## src/rtl/conv_bcd_display_if.sv

```systemverilog
// -----------------------------------------------------------------------------
// conv_bcd_display_if
//
// Purpose:
//   Bundles the request, result and display-pin signals of conv_bcd_display.
//   The requester (the dual converter side, or a testbench) uses the master
//   modport. The display stage uses the slave modport.
//
// Signals:
//   start     master->slave  1  request to convert data_in
//   data_in   master->slave  6  binary value 0..63
//   busy      slave->master  1  conversion in progress
//   done      slave->master  1  one-cycle pulse: bcd_tens/bcd_ones updated
//   bcd_tens  slave->master  4  tens digit 0..6
//   bcd_ones  slave->master  4  ones digit 0..9
//   seg       slave->master  7  segment drive, active-low {g,f,e,d,c,b,a}
//   an        slave->master  2  digit enables, active-low (an[0] = ones)
// -----------------------------------------------------------------------------
interface conv_bcd_display_if;
  logic       start;
  logic [5:0] data_in;
  logic       busy;
  logic       done;
  logic [3:0] bcd_tens;
  logic [3:0] bcd_ones;
  logic [6:0] seg;
  logic [1:0] an;

  modport master (
    output start,
    output data_in,
    input  busy,
    input  done,
    input  bcd_tens,
    input  bcd_ones,
    input  seg,
    input  an
  );

  modport slave (
    input  start,
    input  data_in,
    output busy,
    output done,
    output bcd_tens,
    output bcd_ones,
    output seg,
    output an
  );
endinterface

```

## src/rtl/conv_bcd_display.sv

```systemverilog
// -----------------------------------------------------------------------------
// conv_bcd_display
//
// Purpose:
//   Display stage for the 6-bit dual converter result. A start pulse captures
//   a binary value 0..63. A sequential shift-add-3 (double-dabble) engine
//   converts it to two BCD digits over 6 clocks. The digits drive a two-digit,
//   time-multiplexed, common-anode 7-segment display.
//
// Parameters:
//   REFRESH_DIV  clock cycles each digit stays lit before switching (2..2^20)
//
// Ports:
//   clk   input   system clock, rising-edge
//   rst   input   synchronous, active-high reset
//   bus   slave   conv_bcd_display_if (start/data_in in; busy, done,
//                 bcd_tens, bcd_ones, seg, an out)
//
// Optional feature:
//   BLANK_LEADING_ZERO_EN - when defined, the tens digit is switched off
//   (an = 2'b11) during its refresh slot whenever bcd_tens is 0.
// -----------------------------------------------------------------------------
module conv_bcd_display #(
  parameter int REFRESH_DIV = 50000
) (
  input  logic               clk,
  input  logic               rst,
  conv_bcd_display_if.slave  bus
);

  localparam int BIN_W   = 6;
  localparam int NUM_NIB = 2;
  localparam int WORK_W  = BIN_W + 4 * NUM_NIB;
  localparam int CNT_W   = (REFRESH_DIV > 1) ? $clog2(REFRESH_DIV) : 1;
  localparam logic [CNT_W-1:0] CNT_LAST = CNT_W'(REFRESH_DIV - 1);

  // Active-low {g,f,e,d,c,b,a} patterns
  localparam logic [6:0] SEG_BLANK = 7'b1111111;

  typedef enum logic {
    IDLE  = 1'b0,
    SHIFT = 1'b1
  } state_t;

  // ---------------------------------------------------------------------------
  // Conversion state
  // ---------------------------------------------------------------------------
  state_t              state_q;
  logic [WORK_W-1:0]   work_q;
  logic [2:0]          bit_cnt_q;
  logic                busy_q;
  logic                done_q;
  logic [3:0]          tens_q;
  logic [3:0]          ones_q;

  logic [WORK_W-1:0]   work_adj;
  logic [WORK_W-1:0]   work_shl;
  logic                conv_last;
  logic [3:0]          tens_d;
  logic [3:0]          ones_d;

  // Working register layout: [13:10] tens, [9:6] ones, [5:0] binary input.
  // The binary bits are never adjusted, only shifted up into the nibbles.
  assign work_adj[BIN_W-1:0] = work_q[BIN_W-1:0];

  generate
    for (genvar gi = 0; gi < NUM_NIB; gi++) begin : g_adj
      logic [3:0] nib;
      assign nib = work_q[BIN_W + 4*gi +: 4];
      // A nibble of 5..9 would become >= 10 after the shift; pre-adding 3
      // makes the shift carry correctly into the next decimal digit.
      assign work_adj[BIN_W + 4*gi +: 4] = (nib >= 4'd5) ? (nib + 4'd3) : nib;
    end
  endgenerate

  assign work_shl  = {work_adj[WORK_W-2:0], 1'b0};

  // The shift performed on this edge is the last one of the conversion.
  assign conv_last = (state_q == SHIFT) && (bit_cnt_q == 3'(BIN_W - 1));

  // Digit values as they will be after this edge; the display path uses these
  // so seg changes on the same edge that bcd_tens/bcd_ones update.
  assign tens_d = conv_last ? work_shl[BIN_W + 4 +: 4] : tens_q;
  assign ones_d = conv_last ? work_shl[BIN_W     +: 4] : ones_q;

  always_ff @(posedge clk) begin
    if (rst) begin
      state_q   <= IDLE;
      work_q    <= '0;
      bit_cnt_q <= '0;
      busy_q    <= 1'b0;
      done_q    <= 1'b0;
      tens_q    <= 4'd0;
      ones_q    <= 4'd0;
    end else begin
      done_q <= 1'b0;
      tens_q <= tens_d;
      ones_q <= ones_d;
      case (state_q)
        IDLE: begin
          if (bus.start) begin
            work_q    <= {{(WORK_W-BIN_W){1'b0}}, bus.data_in};
            bit_cnt_q <= 3'd0;
            busy_q    <= 1'b1;
            state_q   <= SHIFT;
          end
        end
        SHIFT: begin
          // start and data_in are deliberately not looked at here
          work_q    <= work_shl;
          bit_cnt_q <= bit_cnt_q + 3'd1;
          if (conv_last) begin
            busy_q  <= 1'b0;
            done_q  <= 1'b1;
            state_q <= IDLE;
          end
        end
        default: state_q <= IDLE;
      endcase
    end
  end

  // ---------------------------------------------------------------------------
  // Display refresh
  // ---------------------------------------------------------------------------
  logic [CNT_W-1:0] refresh_cnt_q;
  logic [CNT_W-1:0] refresh_cnt_d;
  logic             sel_tens_q;
  logic             sel_tens_d;
  logic             refresh_wrap;
  logic [6:0]       seg_q;
  logic [6:0]       seg_d;
  logic [1:0]       an_q;
  logic [1:0]       an_d;

  function automatic logic [6:0] seg_encode(input logic [3:0] digit);
    logic [6:0] code;
    case (digit)
      4'd0:    code = 7'b1000000;
      4'd1:    code = 7'b1111001;
      4'd2:    code = 7'b0100100;
      4'd3:    code = 7'b0110000;
      4'd4:    code = 7'b0011001;
      4'd5:    code = 7'b0010010;
      4'd6:    code = 7'b0000010;
      4'd7:    code = 7'b1111000;
      4'd8:    code = 7'b0000000;
      4'd9:    code = 7'b0010000;
      default: code = SEG_BLANK;
    endcase
    return code;
  endfunction

  assign refresh_wrap = (refresh_cnt_q == CNT_LAST);

  always_comb begin
    refresh_cnt_d = refresh_wrap ? '0 : (refresh_cnt_q + CNT_W'(1));
    sel_tens_d    = sel_tens_q ^ refresh_wrap;
    seg_d         = seg_encode(sel_tens_d ? tens_d : ones_d);
    an_d          = 2'b10;
    if (sel_tens_d) begin
`ifdef BLANK_LEADING_ZERO_EN
      an_d = (tens_d == 4'd0) ? 2'b11 : 2'b01;
`else
      an_d = 2'b01;
`endif
    end
  end

  always_ff @(posedge clk) begin
    if (rst) begin
      refresh_cnt_q <= '0;
      sel_tens_q    <= 1'b0;
      seg_q         <= 7'b1000000;
      an_q          <= 2'b10;
    end else begin
      refresh_cnt_q <= refresh_cnt_d;
      sel_tens_q    <= sel_tens_d;
      seg_q         <= seg_d;
      an_q          <= an_d;
    end
  end

  // ---------------------------------------------------------------------------
  // Outputs
  // ---------------------------------------------------------------------------
  assign bus.busy     = busy_q;
  assign bus.done     = done_q;
  assign bus.bcd_tens = tens_q;
  assign bus.bcd_ones = ones_q;
  assign bus.seg      = seg_q;
  assign bus.an       = an_q;

endmodule

```

## src/flat_wrapper.sv

```systemverilog
// flat-port wrapper written by rule: the top's interface ports become plain ports
module conv_bcd_display_flat 
#(
  parameter int REFRESH_DIV = 50000
)
  (clk, rst, bus_start, bus_data_in, bus_busy, bus_done, bus_bcd_tens, bus_bcd_ones, bus_seg, bus_an);
  conv_bcd_display_if bus_i ();
  input  logic clk;
  input  logic rst;
  input wire logic [$bits(bus_i.start)-1:0] bus_start;
  input wire logic [$bits(bus_i.data_in)-1:0] bus_data_in;
  output wire logic [$bits(bus_i.busy)-1:0] bus_busy;
  output wire logic [$bits(bus_i.done)-1:0] bus_done;
  output wire logic [$bits(bus_i.bcd_tens)-1:0] bus_bcd_tens;
  output wire logic [$bits(bus_i.bcd_ones)-1:0] bus_bcd_ones;
  output wire logic [$bits(bus_i.seg)-1:0] bus_seg;
  output wire logic [$bits(bus_i.an)-1:0] bus_an;
  assign bus_i.start = bus_start;
  assign bus_i.data_in = bus_data_in;
  assign bus_busy = bus_i.busy;
  assign bus_done = bus_i.done;
  assign bus_bcd_tens = bus_i.bcd_tens;
  assign bus_bcd_ones = bus_i.bcd_ones;
  assign bus_seg = bus_i.seg;
  assign bus_an = bus_i.an;
  conv_bcd_display #(.REFRESH_DIV(REFRESH_DIV)) u_core (.clk(clk), .rst(rst), .bus(bus_i));
endmodule
```

## config.mk

```make
export PLATFORM = sky130hd
export DESIGN_NAME = conv_bcd_display_flat
export DESIGN_NICKNAME = d
export VERILOG_FILES = /design/src/rtl/conv_bcd_display_if.sv /design/src/rtl/conv_bcd_display.sv /design/src/flat_wrapper.sv
export SDC_FILE = /design/constraint.sdc
export NUM_CORES = 1
export LEC_CHECK = 0
export ABC_AREA = 0
export BUFFER_PORTS_ARGS = -buffer_cell sky130_fd_sc_hd__buf_4
export CAP_MARGIN = 25
export CORE_MARGIN = 3
export CORE_UTILIZATION = 62
export DETAILED_ROUTE_END_ITERATION = 16
export PLACE_DENSITY = 0.82
export SYNTH_ARGS = -nofsm -noshare
export SYNTH_HDL_FRONTEND = slang
export SYNTH_SLANG_ARGS = --single-unit
```

## constraint.sdc

```tcl
create_clock -name clk -period 4.5 [get_ports clk]
set_input_delay 0.225 -clock clk [delete_from_list [all_inputs] [get_ports clk]]
set_output_delay 0.225 -clock clk [all_outputs]
set_load 0.02 [all_outputs]
```

==> qor.csv <==
metric,value,unit
# DRC,0,
post-CTS setup buffer count,0,
Final Hold Fails,0,
Required @ worst endpoint,4.73,ns
die height,70.65,um
Detailed Routing Iterations Pass 1,4,
Pwr Total,786.8,uW
area of the core,3854,um^2
worst endpoint data arrival time,3.35,ns
"Reg clk slew, reported paths",0.09,ns
PwrDens,274.1,nW/um^2
first-pass GRT wire length,8625,um
# diodes,0,
Ports,28,
CP Capture Type,register,
post-DR vias/cell,5.608,
"FFs w/ async S/R, synth",0,%
total wire length,4820,um
htree depth,2,
layout cell share with drive strength beyond 1,13.79,%
row count,22,
area delta synth->final,10.77,%
number of enable flip-flop cells after synthesis,0,
largest net degree at the start of global routing,40,
multiplexer share of the synthesized area,7.581,%
WL per Instance,13.13,um
status,"finished, final reports clean",
"FF+latch count, synth",53,
Post-layout nets,339,
post-synthesis simple-gate area fraction,21.54,%
WS Path Type,register to register,
Initial Utilization,67.24,%
DP HPWL,3472,um
fmax,0.3209,GHz
Final min period,3.116,ns
sequential area share after synthesis,40.95,%
root buffer cell,clkbuf_8,
Clock Sinks,53,
leading area contributor after synthesis,dfxtp_1,
RSZ-0062 raised after global routing,no,
Routed Antenna Nets,0,
Cells after Synth,299,
setup_tns,0,ns
P_leak,1.092,nW
clk buf depth,2,
post-synthesis adder-cell area fraction,5.794,%
Slew @ Worst Pin,0.6832,ns
pre-CTS WS,1.437,ns
worst hold slack,0.2018,ns
via count,2058,
ys flop type,dfxtp_1,
CP max FO,20,
IO Port Bufs,27,
final setup violation count,0,
Synth Area in Compound Gates,15.16,%
vias in the first global route,1915,
Yosys cell types,45,
Synth warnings,0,
Synth Area in XOR/XNOR,4.346,%
Post-Syn Nets,320,
Worst Hold Class,input port to register,
syn avg cell area,8.666,um^2
Synth top cells by count,"dfxtp_1, nor2_1, a21oi_1, nand2_1, mux2i_1",
total die area,4991,um^2
DIE WIDTH,70.65,um
top cell type's share of synthesized area,40.95,%
Rel. slew slack,53.15,%
cell area after synthesis,2591,um^2
"Clk Latency, worst-skew pair",0.31,ns
critical path launch point type,register,
VDD IR max,0.2184,mV
hold buffer count at cts,0,
Num CTS Buffers,5,
Final period util,69.24,%
final max-slew violation count,0,
maxcap violations,0,
post_cts resized,0,
leading post-synthesis cells by cell area,"dfxtp_1, nor2_1, ha_1",
Final Wtd Congestion,0.8310,
largest family of logic cells by synthesized area,simple AND/OR/NAND/NOR gates,
total grt overflow,0,
CTS tree,done,
Tot GR Track Use,21.17,%
skew final,0.007762,ns
Iteration-0 DRC Markers,111,
cell with the most instances after synthesis,dfxtp_1,
Fillers,303,
initial antenna violation count,0,
final worst slack,1.384,ns
[cells in the final DEF, fill, tap and decap left out, drive strengths merged, types with 8 or more instances in the layout]
cell type,count
a21oi,28
nor2,47
dfxtp,53
clkbuf,8
mux2i,14
inv,13
nor3,12
ha,12
o21ai,9
buf,28
nand2,16
[worst paths after layout]
kind | endpoint | startpoint | depth (start not counted) | slack, ns
max | u_core.bus.seg[5]$_SDFF_PP0_ | u_core.bit_cnt_q[0]$_SDFFE_PP0P_ | 9 | 1.38
min | u_core.work_q[0]$_SDFFE_PP0P_ | bus_data_in[0] | 3 | 0.20
max reg2reg | u_core.bus.seg[5]$_SDFF_PP0_ | u_core.bit_cnt_q[0]$_SDFFE_PP0P_ | 9 | 1.38
min reg2reg | u_core.refresh_cnt_q[0]$_SDFF_PP0_ | u_core.refresh_cnt_q[0]$_SDFF_PP0_ | 1 | 0.46
[state kept, by name (all words and copies together) (netlist names)]
| signal | flops |
|---|---|
| u_core.bus.done | 1 |
| u_core.bus.bcd_tens | 4 |
| u_core.bus.seg | 7 |
| u_core.bit_cnt_q | 3 |
| u_core.bus.busy | 1 |
| u_core.bus.an | 2 |
| u_core.refresh_cnt_q | 16 |
| u_core.bus.bcd_ones | 4 |
| u_core.state_q | 1 |
| u_core.work_q | 14 |
[area by class of cell]
class	count	area [um^2]	share of cell area (%)
clock buffers	8	80.08	2.790
inverters	13	48.80	1.700
multi-input cells	217	1410	49.13
flip-flops and latches	53	1061	36.97
well taps	48	60.06	2.092
repair buffers	28	210.2	7.323
[routing by layer]
layer | track usage (%) | share of wire (%) | up-vias
met5 | 0 | 0 | -
li1 | - | - | 1087
met1 | 27.30 | 47 | 931
met2 | 34.93 | 48 | 34
met4 | 5.637 | 1.3 | 0
met3 | 6.108 | 4.1 | 6
[metrics by stage]
step | cell area [um^2] | util [%] | cells
after floorplan | 2591 | - | 299
after global placement | 2790 | 72.40 | 359
after detailed placement | 2790 | 72.40 | 359
after CTS | 2870 | 74.48 | 367
after global routing | 2870 | 74.48 | 367
final | 2870 | 74.48 | 367
[power breakdown]
part           leakage [nW]  internal [mW]  switching [mW]
Sequential            0.429          0.477         0.00569
Combinational         0.623         0.0181          0.0270
Clock                0.0395          0.111           0.149
Total                  1.09          0.606           0.181
[kinds of logic after synthesis]
family | Yosys count
AO/OA/AOI/OAI | 61
XOR/XNOR | 12
adder cells (fa/ha/maj) | 12
buffers and inverters | 29
flip-flops | 53
multiplexers | 19
AND/OR/NAND/NOR | 113
[critical path: stages (launching register included)]
cell and delay (ns):
dfxtp_1 0.39, ha_1 0.18, nand3_1 0.46, a2111oi_0 0.47, a221oi_1 0.12, mux2i_1 0.50
inv_1 0.17, ha_1 0.26, mux2_2 0.26, a211oi_1 0.21
No activity file was read; power rests on OpenSTA's default activity.
